**src/rtl/mem_pkg.sv**
```systemverilog
// Shared definitions for the 4-write/1-read register-file memory and its
// write/read-side neighbours.
package mem_pkg;

   localparam int unsigned NUM_WPORTS = 4;

   typedef logic [1:0] wport_idx_t;

   // LSB of port slice 'port' in a packed per-port vector of 'width'-bit fields.
   function automatic int unsigned slice_lsb(int unsigned port, int unsigned width);
      return port * width;
   endfunction

endpackage

```
**src/rtl/mem_wr_conflict_arb.sv**
```systemverilog
// Combinational same-address collision resolver for the four write channels.
// Rotating priority starting at rp; reports grants, the next pointer and loser count.
module mem_wr_conflict_arb
   import mem_pkg::*;
#(
   parameter int unsigned ADDR_WIDTH = 4
) (
   input  logic [NUM_WPORTS-1:0]            req_valid,
   input  logic [NUM_WPORTS*ADDR_WIDTH-1:0] req_addr,
   input  wport_idx_t                       rp,
   output logic [NUM_WPORTS-1:0]            grant,
   output wport_idx_t                       next_rp,
   output logic [1:0]                       lose_cnt
);

   logic [ADDR_WIDTH-1:0] addr_s [NUM_WPORTS];
   wport_idx_t            pos    [NUM_WPORTS];
   logic [NUM_WPORTS-1:0] blocked;
   logic [NUM_WPORTS-1:0] loser;
   logic [NUM_WPORTS-1:0] beat;
   wport_idx_t            ch;

   always_comb begin
      for (int i = 0; i < NUM_WPORTS; i++) begin
         addr_s[i] = req_addr[slice_lsb(i, ADDR_WIDTH) +: ADDR_WIDTH];
         // Position in this cycle's priority order; 0 is highest.
         pos[i]    = wport_idx_t'(i) - rp;
      end

      blocked = '0;
      for (int i = 0; i < NUM_WPORTS; i++) begin
         for (int j = 0; j < NUM_WPORTS; j++) begin
            if (j != i && req_valid[j] && addr_s[j] == addr_s[i] && pos[j] < pos[i]) begin
               blocked[i] = 1'b1;
            end
         end
      end
      grant = req_valid & ~blocked;
      loser = req_valid & ~grant;

      beat     = '0;
      lose_cnt = '0;
      for (int i = 0; i < NUM_WPORTS; i++) begin
         lose_cnt = lose_cnt + {1'b0, loser[i]};
         for (int j = 0; j < NUM_WPORTS; j++) begin
            if (loser[j] && grant[i] && addr_s[j] == addr_s[i]) begin
               beat[i] = 1'b1;
            end
         end
      end

      // Walk lowest priority first so the highest-priority winner is applied last.
      next_rp = rp;
      ch      = rp;
      for (int k = NUM_WPORTS - 1; k >= 0; k--) begin
         ch = rp + wport_idx_t'(k);
         if (beat[ch]) begin
            next_rp = ch + 2'd1;
         end
      end
   end

endmodule

```
**src/rtl/mem_wr_sched.sv**
```systemverilog
// Write scheduler: arbitrates four valid/ready write channels so at most one write
// per address reaches the memory each cycle; registered write ports plus stall counter.
module mem_wr_sched
   import mem_pkg::*;
#(
   parameter int unsigned ADDR_WIDTH = 4,
   parameter int unsigned DATA_WIDTH = 1,
   parameter int unsigned CNT_WIDTH  = 16
) (
   input  logic                            clk,
   input  logic                            rst_n,
   input  logic [NUM_WPORTS-1:0]            req_valid,
   output logic [NUM_WPORTS-1:0]            req_ready,
   input  logic [NUM_WPORTS*ADDR_WIDTH-1:0] req_addr,
   input  logic [NUM_WPORTS*DATA_WIDTH-1:0] req_data,
   output logic [NUM_WPORTS-1:0]            we,
   output logic [NUM_WPORTS*ADDR_WIDTH-1:0] waddr,
   output logic [NUM_WPORTS*DATA_WIDTH-1:0] wdata,
   input  logic                            cnt_clr,
   output logic [CNT_WIDTH-1:0]             stall_cnt
);

   localparam int unsigned SUM_W = CNT_WIDTH + 1;

   logic [NUM_WPORTS-1:0]            grant;
   wport_idx_t                       next_rp;
   logic [1:0]                       lose_cnt;

   logic [NUM_WPORTS-1:0]            we_d, we_q;
   logic [NUM_WPORTS*ADDR_WIDTH-1:0] waddr_d, waddr_q;
   logic [NUM_WPORTS*DATA_WIDTH-1:0] wdata_d, wdata_q;
   wport_idx_t                       rp_d, rp_q;
   logic [CNT_WIDTH-1:0]             stall_d, stall_q;
   logic [SUM_W-1:0]                 cnt_sum;

   mem_wr_conflict_arb #(
      .ADDR_WIDTH (ADDR_WIDTH)
   ) u_arb (
      .req_valid (req_valid),
      .req_addr  (req_addr),
      .rp        (rp_q),
      .grant     (grant),
      .next_rp   (next_rp),
      .lose_cnt  (lose_cnt)
   );

   always_comb begin
      req_ready = rst_n ? grant : '0;
      we_d      = grant;
      waddr_d   = waddr_q;
      wdata_d   = wdata_q;
      rp_d      = next_rp;

      for (int i = 0; i < NUM_WPORTS; i++) begin
         if (grant[i]) begin
            waddr_d[slice_lsb(i, ADDR_WIDTH) +: ADDR_WIDTH] =
               req_addr[slice_lsb(i, ADDR_WIDTH) +: ADDR_WIDTH];
            wdata_d[slice_lsb(i, DATA_WIDTH) +: DATA_WIDTH] =
               req_data[slice_lsb(i, DATA_WIDTH) +: DATA_WIDTH];
         end
      end

      cnt_sum = {1'b0, stall_q} + SUM_W'(lose_cnt);
      if (cnt_clr) begin
         stall_d = '0;
      end else if (cnt_sum[CNT_WIDTH]) begin
         stall_d = '1;
      end else begin
         stall_d = cnt_sum[CNT_WIDTH-1:0];
      end
   end

   always_ff @(posedge clk) begin
      if (!rst_n) begin
         we_q    <= '0;
         waddr_q <= '0;
         wdata_q <= '0;
         rp_q    <= '0;
         stall_q <= '0;
      end else begin
         we_q    <= we_d;
         waddr_q <= waddr_d;
         wdata_q <= wdata_d;
         rp_q    <= rp_d;
         stall_q <= stall_d;
      end
   end

   assign we        = we_q;
   assign waddr     = waddr_q;
   assign wdata     = wdata_q;
   assign stall_cnt = stall_q;

endmodule
```
**config.mk**
```make
export PLATFORM = sky130hd
export DESIGN_NAME = mem_wr_sched
export DESIGN_NICKNAME = d
export VERILOG_FILES = /design/src/rtl/mem_pkg.sv /design/src/rtl/mem_wr_conflict_arb.sv /design/src/rtl/mem_wr_sched.sv
export SDC_FILE = /design/constraint.sdc
export NUM_CORES = 1
export LEC_CHECK = 0
export ABC_AREA = 1
export BUFFER_PORTS_ARGS = -buffer_cell sky130_fd_sc_hd__buf_2
export CORE_MARGIN = 2
export CORE_UTILIZATION = 53
export DETAILED_ROUTE_END_ITERATION = 7
export PLACE_DENSITY_LB_ADDON = 0.15
export SETUP_SLACK_MARGIN = 0.1
export SYNTH_ARGS = -nofsm -noshare
export SYNTH_HDL_FRONTEND = slang
export SYNTH_SLANG_ARGS = --single-unit
```
**constraint.sdc**
```tcl
create_clock -name clk -period 5.5 [get_ports clk]
set_input_delay 0.275 -clock clk [delete_from_list [all_inputs] [get_ports clk]]
set_output_delay 0.275 -clock clk [all_outputs]
set_load 0.05 [all_outputs]
```
==> run summary, run 1 <==
Number of antenna violations at the first check in global routing: 0
# clock sinks: 42
Critical-path top delay cell: sky130_fd_sc_hd__fa_1
Max Freq: 0.217 GHz
Worst Hold Depth: 3
Count of TritonRoute iterations in the first routing pass: 5
Starting density of the core: 0.553
Family with the most delay on the worst path: simple AND/OR/NAND/NOR gates
Sequential cell area: 841 µm²
Setup Fix Bufs, Post-CTS: 0
Total GRT Usage: 0.238
Total vias in the final route: 2,620
Drt total wl: 6.22 mm
Start point of the critical path: rp_q[0]$_SDFFE_PN0P_
CP arrival: 4.85 ns
Worst relative slew slack: 0.510
Number of maximum-capacitance constraint violations: 0
Number of cells on the worst reg-to-reg path: 26
Setup Viol. Count Final: 0
Count of state elements after synthesis: 42
Largest fanout of any net on the critical path: 11
Cell variety after synth: 31
Leakage dissipation: 1.69 nW
Depth of the critical timing path with buffers and inverters included: 26
Mean instance size in the synthesized netlist: 6.78 µm²
Power Density: 263 nW/µm²
Cell occurring most often along the worst timing path: sky130_fd_sc_hd__inv_1
Count of fill cells added during filler insertion: 436
Number of buffers inserted by hold repair at cts: 0
Leading post-synthesis cells by cell area: sky130_fd_sc_hd__dfxtp_1 32%, sky130_fd_sc_hd__nand2_1 12%, sky130_fd_sc_hd__inv_1 7.7%
Area share of the leading cell type in the synthesized netlist: 0.320
Unrepaired setup endpoints after global routing: no
Rows: 25
Clock latency at the later pin of the worst-skew pair: 0.30 ns
Count of H-tree levels built during CTS: 2
Actual slew at the worst max-slew pin: 0.732 ns
Synth-to-layout area growth: 19.8%
Yosys warning total: 0
Wire per inst: 11.8 µm
Y dimension of the die: 74.4 µm
Post-cts resize count: 0
TritonCTS Buffers: 5
Share of the yosys chip area belonging to registers: 0.320
Hold path startpoint: req_data[0]
Worst path max stage delay: 0.53 ns
Category of the worst setup path launch point: register
Half-perimeter wire length after placement: 4.81 mm
Dominant cell type by area after synthesis: sky130_fd_sc_hd__dfxtp_1
Setup Skew: 0.0109 ns
Max Buffers Root-to-Sink: 2
Minimum period implied by the final worst setup slack: 4.61 ns
Result of the run: complete, no violations
Required time at the endpoint of the critical path: 5.74 ns
Fraction of final layout cells with drive strength greater than 1: 0.243
Avg Vias per Cell: 4.97
Clock tree from TritonCTS: yes
Period Utilization, post-route: 0.838
Aggregate global routing overflow: 0
Pin count of the biggest net entering global routing: 22
Most common cell after layout, fill and taps aside: sky130_fd_sc_hd__nand2_1
Gate Count Post-Synth: 388
Area of the die: 5540 µm²
HP Class: input port to register
Reg-to-reg critical path startpoint: rp_q[0]$_SDFFE_PN0P_
Vias in the first global route: 2,298
Port buffer count: 70
CP Buf/Inv Count: 9
Post-CTS clock slew at the launch and capture registers of the worst setup and hold paths: 0.08 ns
Core Util, Final: 0.662
Maximum vdd ir drop: 0.173 mV
CORE AREA: 4750 µm²
Die Width: 74.4 µm
Number of DRC markers after the initial detailed-route iteration: 113
Final standard cell count with taps included and fillers excluded: 527
Netlist Area Pre-Place: 2630 µm²
Syn_nets: 424
Aggregate negative setup slack: 0 ns
First-pass GRT wire length: 10.2 mm
Top library cells by usage in the layout, fill and taps aside: 87 x sky130_fd_sc_hd__nand2_1, 70 x sky130_fd_sc_hd__buf_2, 54 x sky130_fd_sc_hd__inv_1
Slew Limit Fails: 0
CTS root buf: sky130_fd_sc_hd__clkbuf_8
Weighted congestion reported at the end of routability-driven placement: 0.939
Start-to-end type of the worst setup path: register to register
ANT cells: 0
Cell Count Post-Placement: 519
Area used by multi-input combinational logic: 1530 µm²
DRC violation count after routing: 0
Final-report hold violation count: 0
Boundary pin count: 71
# nets final: 495
DRT antenna net count: 0
Crit. End Element: register
-- state kept, by name (all words and copies together) (netlist names) --
register,flops
waddr,16
wdata,4
stall_cnt,16
rp_q,2
we,4
-- routing by layer --
layer / global-route usage / vias up / share of wire
met1: 0.336 / 1171 / 0.48
met3: 0.0542 / 9 / 0.056
met4: 0.0833 / 0 / 0.018
met5: 0 / - / 0
li1: - / 1362 / -
met2: 0.357 / 78 / 0.44
-- synth_stat cells --
| master | instances |
|---|---|
| sky130_fd_sc_hd__a21oi_2 | 1 |
| sky130_fd_sc_hd__nand3_1 | 29 |
| sky130_fd_sc_hd__nand4_1 | 2 |
| sky130_fd_sc_hd__xnor2_1 | 1 |
| sky130_fd_sc_hd__buf_2 | 2 |
| sky130_fd_sc_hd__xor2_1 | 19 |
| sky130_fd_sc_hd__inv_1 | 54 |
| sky130_fd_sc_hd__nor2_4 | 4 |
| sky130_fd_sc_hd__clkinv_1 | 1 |
| sky130_fd_sc_hd__nand2_2 | 2 |
| sky130_fd_sc_hd__ha_1 | 7 |
| sky130_fd_sc_hd__fa_1 | 2 |
| sky130_fd_sc_hd__nand2_1 | 87 |
| sky130_fd_sc_hd__nand3_2 | 8 |
| sky130_fd_sc_hd__clkbuf_1 | 4 |
| sky130_fd_sc_hd__a21oi_1 | 18 |
| sky130_fd_sc_hd__nand3b_2 | 1 |
| sky130_fd_sc_hd__nor3_2 | 2 |
| sky130_fd_sc_hd__o21ai_0 | 26 |
| sky130_fd_sc_hd__nand3b_1 | 1 |
| sky130_fd_sc_hd__and2_1 | 2 |
| sky130_fd_sc_hd__or2_2 | 2 |
| sky130_fd_sc_hd__nor3_1 | 3 |
| sky130_fd_sc_hd__nor2_2 | 6 |
| sky130_fd_sc_hd__inv_2 | 6 |
| sky130_fd_sc_hd__a31oi_1 | 5 |
| sky130_fd_sc_hd__nand3_4 | 2 |
| sky130_fd_sc_hd__dfxtp_1 | 42 |
| sky130_fd_sc_hd__nor2_1 | 44 |
| sky130_fd_sc_hd__o21ai_1 | 4 |
| sky130_fd_sc_hd__nand4_2 | 1 |
-- cell type report --
class,instances,area share
Multi-Input combinational cell,279,0.487
Sequential cell,42,0.267
Timing Repair Buffer,70,0.111
Inverter,61,0.0727
Tap cell,67,0.0266
Clock buffer,6,0.0231
Clock inverter,2,0.0119
-- stage by stage --
| step | cell area, µm² | total power, mW | setup WS (ns) | hold slack [ns] |
|---|---|---|---|---|
| after floorplan | 2630 | 0.526 | 1.48 | 0.403 |
| after global placement | 3040 | 0.584 | 1.13 | 0.498 |
| after detailed placement | 3040 | 0.584 | 0.985 | 0.510 |
| after CTS | 3150 | 0.827 | 0.898 | 0.204 |
| after global routing | 3150 | 0.868 | 0.321 | 0.218 |
| final | 3150 | 0.828 | 0.889 | 0.205 |
-- tightest hold or removal path, cell delays in order --
cell	delay, ns
sky130_fd_sc_hd__buf_2	0.08
sky130_fd_sc_hd__nor2_1	0.03
sky130_fd_sc_hd__nor2_1	0.09
-- report_power, final --
group | switching [mW] | total (mW) | internal, mW
Clock | 0.113 | 0.248 | 0.136
Combinational | 0.176 | 0.246 | 0.0701
Sequential | 0.0118 | 0.333 | 0.321
-- path summary, 6_finish.rpt --
check | slack (ns) | endpoint
worst max-delay path | 0.89 | stall_cnt[9]$_SDFF_PP0_
worst min-delay path | 0.20 | wdata[0]$_SDFFE_PN0N_
worst max register to register | 0.89 | stall_cnt[9]$_SDFF_PP0_
worst min register to register | 0.52 | stall_cnt[4]$_SDFF_PP0_
-- cells by family after synthesis --
kind of cell,count (synthesis),share of synthesized area
compound gates,54,0.107
xor+xnor,20,0.0666
fa+ha+maj,9,0.0485
buf+inv,67,0.0966
flops,42,0.320
simple gates,196,0.362
(Power assumes the default switching activity.)
==> run 2: changes to the inputs <==
- CORE_UTILIZATION: 53 -> 48
- clock period: 5.5 -> 3.95 ns (I/O delays scaled with it)
==> run summary, run 2 (same netlist as run 1, synthesis figures left out) <==
Fin Hold WS: 0.130 ns (was 0.205 ns)
GRT met2 Usage: 0.336 (was 0.357)
ANT cells: 0 (unchanged)
Crit. End Element: register (unchanged)
TritonCTS Buffers: 5 (unchanged)
Wire per inst: 12.7 µm (was 11.8 µm)
HP Class: input port to register (unchanged)
Fraction of final layout cells with drive strength greater than 1: 0.349 (was 0.243)
Most common cell after layout, fill and taps aside: sky130_fd_sc_hd__nand2_1 (unchanged)
Unrepaired setup endpoints after global routing: yes (was no)
Area of the die: 6080 µm² (was 5540 µm²)
Aggregate global routing overflow: 0 (unchanged)
Count of TritonRoute iterations in the first routing pass: 5 (unchanged)
Max Buffers Root-to-Sink: 2 (unchanged)
DRC violation count after routing: 0 (unchanged)
Post-CTS clock slew at the launch and capture registers of the worst setup and hold paths: 0.09 ns (was 0.08 ns)
Avg Vias per Cell: 5.00 (was 4.97)
Total vias in the final route: 2,743 (was 2,620)
Number of DRC markers after the initial detailed-route iteration: 186 (was 113)
Rows: 26 (was 25)
Max Freq: 0.270 GHz (was 0.217 GHz)
DRT antenna net count: 0 (unchanged)
Final Worst Setup Slack: 0.252 ns (was 0.889 ns)
Half-perimeter wire length after placement: 4.94 mm (was 4.81 mm)
Power Density: 329 nW/µm² (was 263 nW/µm²)
Family with the most delay on the worst path: adder cells (was simple AND/OR/NAND/NOR gates)
Number of maximum-capacitance constraint violations: 0 (unchanged)
Setup slack after placement: 0.0106 ns (was 0.985 ns)
CTS root buf: sky130_fd_sc_hd__clkbuf_8 (unchanged)
Leakage dissipation: 1.83 nW (was 1.69 nW)
Minimum period implied by the final worst setup slack: 3.70 ns (was 4.61 ns)
Global-route met1 utilization: 0.303 (was 0.336)
Final-report hold violation count: 0 (unchanged)
CP arrival: 3.92 ns (was 4.85 ns)
Boundary pin count: 71 (unchanged)
CORE AREA: 5200 µm² (was 4750 µm²)
Setup Viol. Count Final: 0 (unchanged)
Port buffer count: 70 (unchanged)
Clock tree from TritonCTS: yes (unchanged)
Setup Skew: 0.00711 ns (was 0.0109 ns)
Maximum vdd ir drop: 0.197 mV (was 0.173 mV)
Period Utilization, post-route: 0.936 (was 0.838)
# clock sinks: 42 (unchanged)
Result of the run: complete, no violations (unchanged)
Number of antenna violations at the first check in global routing: 0 (unchanged)
Weighted congestion reported at the end of routability-driven placement: 0.940 (was 0.939)
Crit-path cells: buf_6 -> ha_4 -> inv_2 -> nand4_1 -> nand3_2 -> nand2_2 -> fa_1 -> inv_2 -> ha_4 -> ha_4 -> fa_2 -> inv_2 -> nor3_2 -> inv_1 -> nor3_2 -> nand3_1 -> nor2_1 -> inv_1 -> nor2_2 -> inv_2 -> nor2_4 -> nand2_4 -> buf_8 -> a31oi_1
First-pass GRT wire length: 10.7 mm (was 10.2 mm)
Die Width: 78.0 µm (was 74.4 µm)
Vias in the first global route: 2,436 (was 2,298)
Worst relative slew slack: 0.680 (was 0.510)
Total GRT Usage: 0.216 (was 0.238)
Met3 usage: 0.0465 (was 0.0542)
Y dimension of the die: 78.0 µm (was 74.4 µm)
Drt total wl: 6.98 mm (was 6.22 mm)
Synth-to-layout area growth: 33.7% (was 19.8%)
Most crowded layer after global routing: met2 (unchanged)
Post-layout power: 1.16 mW (was 0.828 mW)
# nets final: 514 (was 495)
CP Buf/Inv Count: 8 (was 9)
Actual slew at the worst max-slew pin: 0.477 ns (was 0.732 ns)
Required time at the endpoint of the critical path: 4.17 ns (was 5.74 ns)
Starting density of the core: 0.505 (was 0.553)
Cell occurring most often along the worst timing path: sky130_fd_sc_hd__inv_2 (was sky130_fd_sc_hd__inv_1)
Top library cells by usage in the layout, fill and taps aside: 84 x sky130_fd_sc_hd__nand2_1, 70 x sky130_fd_sc_hd__buf_2, 47 x sky130_fd_sc_hd__inv_1 (was 87 x sky130_fd_sc_hd__nand2_1, 70 x sky130_fd_sc_hd__buf_2, 54 x sky130_fd_sc_hd__inv_1)
Critical-path top delay cell: sky130_fd_sc_hd__fa_1 (unchanged)
Start-to-end type of the worst setup path: register to register (unchanged)
Worst path max stage delay: 0.55 ns (was 0.53 ns)
Pin count of the biggest net entering global routing: 22 (unchanged)
Clock latency at the later pin of the worst-skew pair: 0.30 ns (about the same)
Count of H-tree levels built during CTS: 2 (unchanged)
Category of the worst setup path launch point: register (unchanged)
Slew Limit Fails: 0 (unchanged)
Largest fanout of any net on the critical path: 8 (was 11)
run 2: cell types whose count changed in the layout (fill, tap and decap cells not counted), moves of 5 or more:
cell,change
sky130_fd_sc_hd__ha_1,-5
sky130_fd_sc_hd__ha_4,+5
sky130_fd_sc_hd__inv_1,-7
sky130_fd_sc_hd__buf_4,+14
sky130_fd_sc_hd__inv_2,+6
run 2: final cells by class:
class / instances / area, µm²
fillers: 452 / 1690
multi-input cells: 279 / 1740
clock buffers: 6 / 82.6
clock inverters: 2 / 12.5
well taps: 70 / 87.6
inverters: 61 / 231
flip-flops and latches: 42 / 846
repair buffers: 89 / 515
run 2: metrics by stage:
stage / utilization / TNS (ns) / cells / area [µm²]
after floorplan: - / 0 / 388 / 2650
final: 0.675 / 0 / 549 / 3520
after CTS: 0.637 / 0 / 545 / 3310
after global routing: 0.675 / -0.161 / 549 / 3520
after detailed placement: 0.598 / 0 / 529 / 3110
after global placement: 0.598 / 0 / 529 / 3110
run 2: path summary, 6_finish.rpt:
kind	startpoint	end	slack, ns	depth (start not counted)
worst max-delay path	rp_q[0]$_SDFFE_PN0P_	stall_cnt[3]$_SDFF_PP0_	0.25	24
worst min-delay path	req_data[0]	wdata[0]$_SDFFE_PN0N_	0.13	3
worst min register to register	waddr[6]$_SDFFE_PN0N_	waddr[6]$_SDFFE_PN0N_	0.52	2
worst max register to register	rp_q[0]$_SDFFE_PN0P_	stall_cnt[3]$_SDFF_PP0_	0.25	24
run 2: layer usage:
layer | part of all wire | up-vias
li1 | - | 1401
met1 | 0.46 | 1247
met2 | 0.47 | 88
met3 | 0.064 | 7
met4 | 0.0099 | 0
met5 | 0 | -
run 2: worst min-delay path, cell delays in order:
cell and delay, ns:
sky130_fd_sc_hd__buf_2 0.08, sky130_fd_sc_hd__nor2_1 0.04, sky130_fd_sc_hd__nor2_1 0.08
run 2: power by group:
part	internal [mW]	total (mW)	switching, mW
logic	0.130	0.397	0.267
clock network	0.141	0.296	0.155
registers	0.449	0.462	0.0132
total	0.720	1.16	0.435
run 2: timing repair:
action | in CTS | in global routing
hold buffers | 0 | 0
pin swaps | 12 | 16
buffers inserted | 8 | 4
setup endpoints to repair | 16 | 16
gates resized for setup | 13 | 36
==> run 3: changes to the inputs <==
- SYNTH_HIERARCHICAL: not set -> 1
==> run summary, run 3 <==
Area share of the leading cell type in the synthesized netlist: 0.302 (was 0.320)
Post-CTS clock slew at the launch and capture registers of the worst setup and hold paths: 0.09 ns (about the same)
Top cell types by occurrence after synthesis: 97 x sky130_fd_sc_hd__nand2_1, 72 x sky130_fd_sc_hd__nor2_1, 58 x sky130_fd_sc_hd__inv_1 (was 87 x sky130_fd_sc_hd__nand2_1, 54 x sky130_fd_sc_hd__inv_1, 44 x sky130_fd_sc_hd__nor2_1)
Portion of total power attributed to combinational logic: 0.370 (was 0.344)
Minimum period implied by the final worst setup slack: 3.59 ns (was 3.70 ns)
Placed Area: 3200 µm² (was 3110 µm²)
Final Worst Setup Slack: 0.356 ns (was 0.252 ns)
Max Buffers Root-to-Sink: 2 (unchanged)
Max Freq: 0.278 GHz (was 0.270 GHz)
Setup Skew: 0.00999 ns (was 0.00711 ns)
CORE AREA: 5540 µm² (was 5200 µm²)
Pin count of the biggest net entering global routing: 28 (was 22)
Clock tree from TritonCTS: yes (unchanged)
Netlist Area Pre-Place: 2790 µm² (was 2630 µm²)
# clock sinks: 42 (unchanged)
DRC violation count after routing: 0 (unchanged)
First-pass GRT wire length: 11.7 mm (was 10.7 mm)
Port buffer count: 70 (unchanged)
Leakage dissipation: 1.84 nW (was 1.83 nW)
Yosys warning total: 6 (was 0)
Setup slack after placement: 0.276 ns (was 0.0106 ns)
Setup Viol. Count Final: 0 (unchanged)
Category of the worst setup path launch point: register (unchanged)
Total vias in the final route: 2,847 (was 2,743)
Cell variety after synth: 31 (unchanged)
Count of H-tree levels built during CTS: 2 (unchanged)
Drt total wl: 6.97 mm (was 6.98 mm)
Dominant cell type by area after synthesis: sky130_fd_sc_hd__dfxtp_1 (unchanged)
Avg Vias per Cell: 4.96 (was 5.00)
Number of maximum-capacitance constraint violations: 0 (unchanged)
# nets final: 537 (was 514)
Fraction of final layout cells with drive strength greater than 1: 0.229 (was 0.349)
Switching part of the total power: 0.396 (was 0.377)
Reported net switching power: 0.470 mW (was 0.435 mW)
Setup slack on the worst flop-to-flop path: 0.36 ns (was 0.25 ns)
Aggregate negative setup slack: 0 ns (unchanged)
Actual slew at the worst max-slew pin: 0.654 ns (was 0.477 ns)
ANT cells: 0 (unchanged)
Most used standard cell by instance count after synthesis: sky130_fd_sc_hd__nand2_1 (unchanged)
Total GRT Usage: 0.227 (was 0.216)
Area of the die: 6430 µm² (was 6080 µm²)
Number of DRC markers after the initial detailed-route iteration: 193 (was 186)
Aggregate global routing overflow: 0 (unchanged)
Share of the yosys chip area belonging to registers: 0.302 (was 0.320)
Clk network pwr share: 0.233 (was 0.256)
Y dimension of the die: 80.2 µm (was 78.0 µm)
DRT antenna net count: 0 (unchanged)
Clock latency at the later pin of the worst-skew pair: 0.30 ns (about the same)
Wire per inst: 12.1 µm (was 12.7 µm)
Required time at the endpoint of the critical path: 4.17 ns (about the same)
Largest fanout of any net on the critical path: 9 (was 8)
Worst relative slew slack: 0.563 (was 0.680)
Dominant synthesized flop cell: sky130_fd_sc_hd__dfxtp_1 (unchanged)
Core Util, Final: 0.598 (was 0.675)
Power Density: 359 nW/µm² (was 329 nW/µm²)
Cell Count Post-Placement: 565 (was 529)
Share of flip-flops with an asynchronous set or reset: 0 (unchanged)
TritonCTS Buffers: 5 (unchanged)
Syn_nets: 462 (was 424)
Leading post-synthesis cells by cell area: sky130_fd_sc_hd__dfxtp_1 30%, sky130_fd_sc_hd__nand2_1 13%, sky130_fd_sc_hd__nor2_1 9.7% (was sky130_fd_sc_hd__dfxtp_1 32%, sky130_fd_sc_hd__nand2_1 12%, sky130_fd_sc_hd__inv_1 7.7%)
CTS root buf: sky130_fd_sc_hd__clkbuf_8 (unchanged)
Part of the total power dissipated in sequential elements: 0.397 (was 0.400)
Cell-internal power: 0.717 mW (was 0.720 mW)
Final-report hold violation count: 0 (unchanged)
CP arrival: 3.82 ns (was 3.92 ns)
Crit. End Element: register (unchanged)
Finished Cell Area: 3310 µm² (was 3520 µm²)
Post-layout power: 1.19 mW (was 1.16 mW)
Count of state elements after synthesis: 42 (unchanged)
Unrepaired setup endpoints after global routing: no (was yes)
HP Class: input port to register (unchanged)
Start-to-end type of the worst setup path: register to register (unchanged)
Number of flops mapped to enable cells by yosys: 0 (unchanged)
Fin Hold WS: 0.125 ns (was 0.130 ns)
Period Utilization, post-route: 0.910 (was 0.936)
Die Width: 80.2 µm (was 78.0 µm)
Gate Count Post-Synth: 426 (was 388)
Result of the run: complete, no violations (unchanged)
Slew Limit Fails: 0 (unchanged)
Starting density of the core: 0.503 (was 0.505)
Boundary pin count: 71 (unchanged)
Rows: 27 (was 26)
Vias in the first global route: 2,597 (was 2,436)
Weighted congestion reported at the end of routability-driven placement: 0.900 (was 0.940)
Synth-to-layout area growth: 18.8% (was 33.7%)
Top library cells by usage in the layout, fill and taps aside: 97 x sky130_fd_sc_hd__nand2_1, 72 x sky130_fd_sc_hd__nor2_1, 70 x sky130_fd_sc_hd__buf_2 (was 84 x sky130_fd_sc_hd__nand2_1, 70 x sky130_fd_sc_hd__buf_2, 47 x sky130_fd_sc_hd__inv_1)
Count of TritonRoute iterations in the first routing pass: 4 (was 5)
Most common cell after layout, fill and taps aside: sky130_fd_sc_hd__nand2_1 (unchanged)
Final standard cell count with taps included and fillers excluded: 574 (was 549)
Number of antenna violations at the first check in global routing: 0 (unchanged)
Mean instance size in the synthesized netlist: 6.54 µm² (was 6.78 µm²)
Maximum vdd ir drop: 0.152 mV (was 0.197 mV)
Half-perimeter wire length after placement: 5.44 mm (was 4.94 mm)
-- run 3: cell count changes after synthesis, sizes merged, moves of 3 or more --
cell	previous run	this run
nand3	39	54
nand2	89	103
xor2	19	16
o21ai	30	25
nor2	54	79
a21oi	19	7
xnor2	1	4
-- run 3: cell type report --
class | count | area (µm²)
clock buffers | 6 | 72.6
clock inverters | 2 | 13.8
fillers | 565 | 2230
inverters | 62 | 233
multi-input cells | 316 | 1670
flip-flops and latches | 42 | 842
well taps | 72 | 90.1
repair buffers | 74 | 393
-- run 3: power by group through the flow --
stage | registers (mW) | clock network [mW] | logic (mW)
floorplan | 0.563 | 0 | 0.255
global placement | 0.479 | 0 | 0.432
detailed placement | 0.480 | 0 | 0.438
CTS | 0.470 | 0.287 | 0.441
global route | 0.475 | 0.307 | 0.487
finish | 0.471 | 0.277 | 0.439
-- run 3: cells by family (layout without fill, tap and decap cells) --
logic type               after synthesis  after routing  share of synthesized area
adder cells (fa/ha/maj)                9              9                     0.0458
flip-flops                            42             42                      0.302
AO/OA/AOI/OAI                         37             37                     0.0799
AND/OR/NAND/NOR                      250            250                      0.410
buffers and inverters                 68            144                      0.100
XOR/XNOR                              20             20                     0.0629
-- run 3: what timing repair did --
item / 4_1_cts / 5_1_grt
gates resized for setup: 0 / 1
hold buffers: 0 / 0
endpoints found under the setup margin: 0 / 15
setup buffers: 0 / 1
-- run 3: final timing paths --
check,start,to,cells past startpoint
setup reg to reg,rp_q[1]$_SDFF_PN0_,stall_cnt[8]$_SDFF_PP0_,18
setup / recovery,rp_q[1]$_SDFF_PN0_,stall_cnt[8]$_SDFF_PP0_,18
hold reg to reg,waddr[15]$_SDFFE_PN0P_,waddr[15]$_SDFFE_PN0P_,2
hold / removal,req_data[1],wdata[1]$_SDFFE_PN0P_,3
-- run 3: critical path, cell delays in order, from the launching register on --
cell	delay, ns
sky130_fd_sc_hd__dfxtp_2	0.35
sky130_fd_sc_hd__inv_1	0.18
sky130_fd_sc_hd__ha_1	0.21
sky130_fd_sc_hd__nand2_1	0.05
sky130_fd_sc_hd__nand3b_1	0.20
sky130_fd_sc_hd__nand3_2	0.17
sky130_fd_sc_hd__nand2_1	0.08
sky130_fd_sc_hd__fa_1	0.49
sky130_fd_sc_hd__inv_1	0.04
sky130_fd_sc_hd__ha_1	0.27
sky130_fd_sc_hd__ha_1	0.18
sky130_fd_sc_hd__inv_1	0.06
sky130_fd_sc_hd__fa_1	0.39
sky130_fd_sc_hd__inv_1	0.11
sky130_fd_sc_hd__nand3_4	0.10
sky130_fd_sc_hd__nor2_8	0.15
sky130_fd_sc_hd__nand4_4	0.15
sky130_fd_sc_hd__buf_12	0.19
sky130_fd_sc_hd__a31oi_1	0.13
-- run 3: layer usage --
layer | part of all wire | wire [µm] | global-route usage | vias up
met2 | 0.49 | 3410 | 0.385 | 68
met4 | 0.011 | 76 | 0.0780 | 0
met5 | 0 | 0 | 0 | -
met3 | 0.052 | 362 | 0.0483 | 6
met1 | 0.45 | 3110 | 0.283 | 1291
li1 | - | - | - | 1482
